===== src/rtl/input_conditioner.sv =====
// Per-channel 2-flop synchronizer and counter debouncer for slide switches and push buttons.
// Emits a clean registered level, one-cycle rise/fall pulses, and a pending-change flag.
module input_conditioner #(
    parameter int N_CH            = 2,
    parameter int DEBOUNCE_CYCLES = 16
) (
    input  logic            clk,
    input  logic            rst,
    input  logic [N_CH-1:0] raw_i,
    output logic [N_CH-1:0] stable_o,
    output logic [N_CH-1:0] rise_o,
    output logic [N_CH-1:0] fall_o,
    output logic [N_CH-1:0] busy_o
);

    localparam int               CNT_W   = $clog2(DEBOUNCE_CYCLES) + 1;
    localparam logic [CNT_W-1:0] CNT_MAX = CNT_W'(DEBOUNCE_CYCLES - 1);

    logic [N_CH-1:0]  sync_p0;
    logic [N_CH-1:0]  sync_p1;
    logic [CNT_W-1:0] cnt_p2 [N_CH];

    // Holds at CNT_MAX instead of wrapping.
    function automatic logic [CNT_W-1:0] sat_inc(input logic [CNT_W-1:0] c);
        return (c == CNT_MAX) ? CNT_MAX : c + CNT_W'(1);
    endfunction

    // Stage p0/p1: metastability synchronizer, straight flop-to-flop.
    always_ff @(posedge clk or posedge rst) begin
        if (rst) begin
            sync_p0 <= '0;
            sync_p1 <= '0;
        end else begin
            sync_p0 <= raw_i;
            sync_p1 <= sync_p0;
        end
    end

    // Stage p2: debounce counter, accepted level and edge pulses.
    always_ff @(posedge clk or posedge rst) begin
        if (rst) begin
            for (int i = 0; i < N_CH; i++) begin
                cnt_p2[i] <= '0;
            end
            stable_o <= '0;
            rise_o   <= '0;
            fall_o   <= '0;
            busy_o   <= '0;
        end else begin
            for (int i = 0; i < N_CH; i++) begin
                rise_o[i] <= 1'b0;
                fall_o[i] <= 1'b0;
                if (sync_p1[i] == stable_o[i]) begin
                    cnt_p2[i] <= '0;
                    busy_o[i] <= 1'b0;
                end else if (cnt_p2[i] == CNT_MAX) begin
                    stable_o[i] <= sync_p1[i];
                    rise_o[i]   <= sync_p1[i];
                    fall_o[i]   <= ~sync_p1[i];
                    cnt_p2[i]   <= '0;
                    busy_o[i]   <= 1'b0;
                end else begin
                    cnt_p2[i] <= sat_inc(cnt_p2[i]);
                    busy_o[i] <= 1'b1;
                end
            end
        end
    end

endmodule

===== config.mk =====
export PLATFORM = sky130hd
export DESIGN_NAME = input_conditioner
export DESIGN_NICKNAME = d
export VERILOG_FILES = /design/src/rtl/input_conditioner.sv
export SDC_FILE = /design/constraint.sdc
export NUM_CORES = 1
export LEC_CHECK = 0
export BUFFER_PORTS_ARGS = -buffer_cell sky130_fd_sc_hd__buf_2
export CORE_MARGIN = 2
export CORE_UTILIZATION = 52
export CTS_BUF_LIST = sky130_fd_sc_hd__clkbuf_16
export DETAILED_ROUTE_END_ITERATION = 8
export GPL_TIMING_DRIVEN = 0
export PLACE_DENSITY = 0.75
export SYNTH_ARGS = -nofsm -noshare
export SYNTH_HDL_FRONTEND = slang
export SYNTH_SLANG_ARGS = --single-unit

===== constraint.sdc =====
create_clock -name clk -period 1.65 [get_ports clk]
set_input_delay 0.165 -clock clk [delete_from_list [all_inputs] [get_ports clk]]
set_output_delay 0.165 -clock clk [all_outputs]
set_load 0.005 [all_outputs]

[Yosys cells after proc, flatten, opt, wreduce, memory -nomap -nowiden]
Index checks and enable logic that the tools add are counted.
Word-level totals
  output and inout port bits: 8
  register bits after elaboration: 22
Cells by class
  eq/ne operators: 4
  add/sub/neg operators: 2
  bitwise gates (word level): 4
  muxes and demuxes: 16
  reductions and logical operators: 2
Operators by type and width (count)
  5-bit two-way mux: 4
  1-bit two-way mux: 12
  5-bit by 1-bit adder with 5-bit output (second input constant): 2
  5-bit by 4-bit equality test with 1-bit output (second input constant): 2
  1-bit NOT: 4
  2-bit AND reduction: 2
  1-bit equality test: 2

[Logic depth before layout (Yosys ltp)]
  depth in word-level cells: 3
  depth in mapped cells: 4
  depth with buffers taken out: 4

[Least setup slack after synthesis]
Ideal clock, no wire load.
  path kind: register to register
  start: register cnt_p2[5] in the netlist's numbering
  end: register stable_o[0]
  setup time: 0.128 ns
  stages on the path, launching flop included: 4
  slack: 0.485 ns
  arrival time: 1.038 ns
  required time: 1.522 ns
  path buffers: 0
  cells stage by stage: dfrtp_1 > ha_1 > nand4b_2 > mux2_1
Between the ends
  longest elaborated chain between the ends: 2
RTL lines
  start, declared: line 21  | logic [CNT_W-1:0] cnt_p2 [N_CH];
  start signal, assigned by index: line 63  | cnt_p2[i] <= sat_inc(cnt_p2[i]);
  5-bit by 4-bit equality test with 1-bit output: line 56  | end else if (cnt_p2[i] == CNT_MAX) begin
  2-bit AND reduction (no source line)
  end signal, assigned by index: line 57  | stable_o[i] <= sync_p1[i];
  end, declared: line 10  | output logic [N_CH-1:0] stable_o,
Every way passes these cells.
A chain may end at the register's enable or synchronous reset.

[Worst setup path in the final report]
  start: register cnt_p2[0] in the netlist's numbering
  end: register stable_o[1]
Same word-level chain as after synthesis.

==> impl_metrics.json <==
{
  "fmax_mhz": 792,
  "clock_latency_ps": 250,
  "final.min_clock_period_ps": 1260,
  "clock_skew_ps": 1.52,
  "hold_viol_final": 0,
  "syn_avg_cell_area_sq_um": 14.2,
  "ctsHoldBuffers": 0,
  "ys_types": 15,
  "htreeDepth": 1,
  "vdd_drop_max_v": 0.000693,
  "dp_hpwl_um": 839,
  "endpoint_kind": "flop",
  "syn_inst": 57,
  "pre_cts_slack_ps": 425,
  "path_buf_inv": 0,
  "cts_buffers": 3,
  "drive_above_1_share": 0.239,
  "ios": 12,
  "die_w_um": 43.5,
  "status": "finished clean",
  "cap_violations": 0,
  "ys_warn_count": 0,
  "synth_top_area_frac": 0.678,
  "p_leak_nw": 0.569,
  "grt_busiest_layer": "met2",
  "drc": 0,
  "clock-root-buffer": "clkbuf_16",
  "fp.dieH_um": 43.5,
  "io_buffers": 11,
  "grt_max_degree": 23,
  "firstDrtPassIters": 2,
  "grt_util_met1": 0.198,
  "tns_ps": 0,
  "vias": 463,
  "tightest_slew_ps": 775,
  "syn2layout_area_growth_pct": 18.5,
  "track_usage": 0.161,
  "ctsResizeCount": 0,
  "dp_cells": 84,
  "cellPowerDensity_nw_per_um2": 1150,
  "worst_path_largest_cell_delay_ps": 390,
  "ant_nets": 0,
  "setup_ws_ps": 388,
  "drtIter0Drc": 2,
  "synthesis.area_sq_um": 812,
  "rows": 14,
  "yosys.area.top_type": "dfrtp_1",
  "setup.worst_path.start_class": "flop",
  "nets": 79,
  "num_antenna_cells": 0,
  "critPathTopFamily": "flip-flops",
  "path_clk_slew_ps": 50,
  "ys_seq_area_frac": 0.678,
  "path_max_fanout": 5,
  "slew_violations": 0,
  "ys_ff_latch": 22,
  "cpMaxStageDelayCell": "dfrtp_1",
  "final_cell_mix": "22 x dfrtp_1, 11 x buf_2, 6 x xor2_1",
  "grt_pass1_wl_um": 2130,
  "post_cts_buffers": 0,
  "fin_cells": 87,
  "core_area_sq_um": 1490,
  "period_share": 0.765,
  "start_util": 0.545,
  "path_cells": "ha_1 > nand4b_4 > mux2_4",
  "vias_per_cell": 5.32,
  "wire_per_inst_um": 13.7,
  "grtUsageMet3": 0.0375,
  "grt_antenna_before_repair": 0,
  "rsz0062_at_grt": "false",
  "gp_congestion": 0.663,
  "slew_headroom": 0.483,
  "setup_viol": 0,
  "cts_tree": "yes",
  "use_met2": 0.263,
  "fp.dieArea_sq_um": 1890,
  "hp-class": "primary input to flop",
  "crit_type": "flop to flop",
  "fillers": 106,
  "grt_pass1_vias": 499,
  "critPathArrivalTime_ps": 1400,
  "cts.sink_count": 22,
  "crit_required_ps": 1780,
  "mostFrequentLayoutCell": "dfrtp_1",
  "drt_wl_total_um": 1190,
  "netlist_top_cells_area": "dfrtp_1 68%, xor2_1 6.5%, nor3b_1 3.7%, ha_1 3.1%, nand4b_4 2.9%",
  "synthesis.nets": 63,
  "cts_buffer_depth": 2,
  "gr-total-overflow": 0
}
-- worst register-to-register path: stages, from the launching register on --
cell,delay [ps]
dfrtp_1,390
ha_1,270
nand4b_4,170
mux2_4,330
-- through the flow --
stage	util	total power (W)	cell area, sq um	hold slack (ps)
6_report	0.646	0.00111	962	18.9
5_1_grt	0.646	0.00115	962	20.1
4_1_cts	0.646	0.00112	962	16.9
3_5_place_dp	0.596	0.000629	887	275
3_3_place_gp	0.596	0.000624	887	274
2_1_floorplan	-	0.000611	812	154
-- final timing paths --
path | cells past startpoint | slack (ps) | end | start
min in group asynchronous | 2 | 50 | cnt_p2[0] | rst
setup reg to reg | 3 | 390 | stable_o[1] | cnt_p2[0]
max in group asynchronous | 2 | 1120 | cnt_p2[9] | rst
setup / recovery | 3 | 390 | stable_o[1] | cnt_p2[0]
hold reg to reg | 0 | 350 | sync_p1[1] | sync_p0[1]
hold / removal | 1 | 20 | sync_p0[0] | raw_i[0]
-- layer usage --
layer | vias up | share of wire | wire length [um]
li1 | 218 | - | -
met5 | - | 0 | 0
met1 | 234 | 0.46 | 544
met4 | 0 | 0.0067 | 8
met2 | 9 | 0.51 | 610
met3 | 2 | 0.023 | 27
-- synth_stat cells --
library cell	number
dfrtp_1	22
xor2_1	6
nand2_1	4
nor2_1	4
nor3b_1	4
and2_1	3
inv_1	3
a31oi_1	2
ha_1	2
nand3_1	2
and3_1	1
mux2_1	1
mux2_4	1
nand4b_2	1
nand4b_4	1
-- power breakdown --
| part | switching, W | internal [W] |
|---|---|---|
| registers | 0.0000156 | 0.000559 |
| clock network | 0.000170 | 0.000319 |
| logic | 0.0000262 | 0.0000173 |
| total | 0.000211 | 0.000896 |
-- flip-flops by register name (all words and copies together), names as in the netlist --
signal	count
busy_o	2
cnt_p2	10
fall_o	2
rise_o	2
stable_o	2
sync_p0	2
sync_p1	2
-- cell type report --
class	instances	area (sq um)	area share
Sequential cell	22	551	0.572
Multi-Input combinational cell	32	250	0.260
Inverter	3	11.3	0.0117
Tap cell	16	20.0	0.0208
Clock buffer	3	75.1	0.0780
Timing Repair Buffer	11	55.1	0.0572
-- kinds of logic after synthesis --
| family | after synthesis | share of synthesized area |
|---|---|---|
| AOI/OAI and AO/OA | 2 | 0.0154 |
| xor gates and xnor gates | 6 | 0.0647 |
| adders and majority gates | 2 | 0.0308 |
| buffers and inverters | 3 | 0.0139 |
| DFF | 22 | 0.678 |
| muxes | 2 | 0.0324 |
| and+or+nand+nor | 20 | 0.165 |
Note: power is estimated with default switching activity, not from simulation.
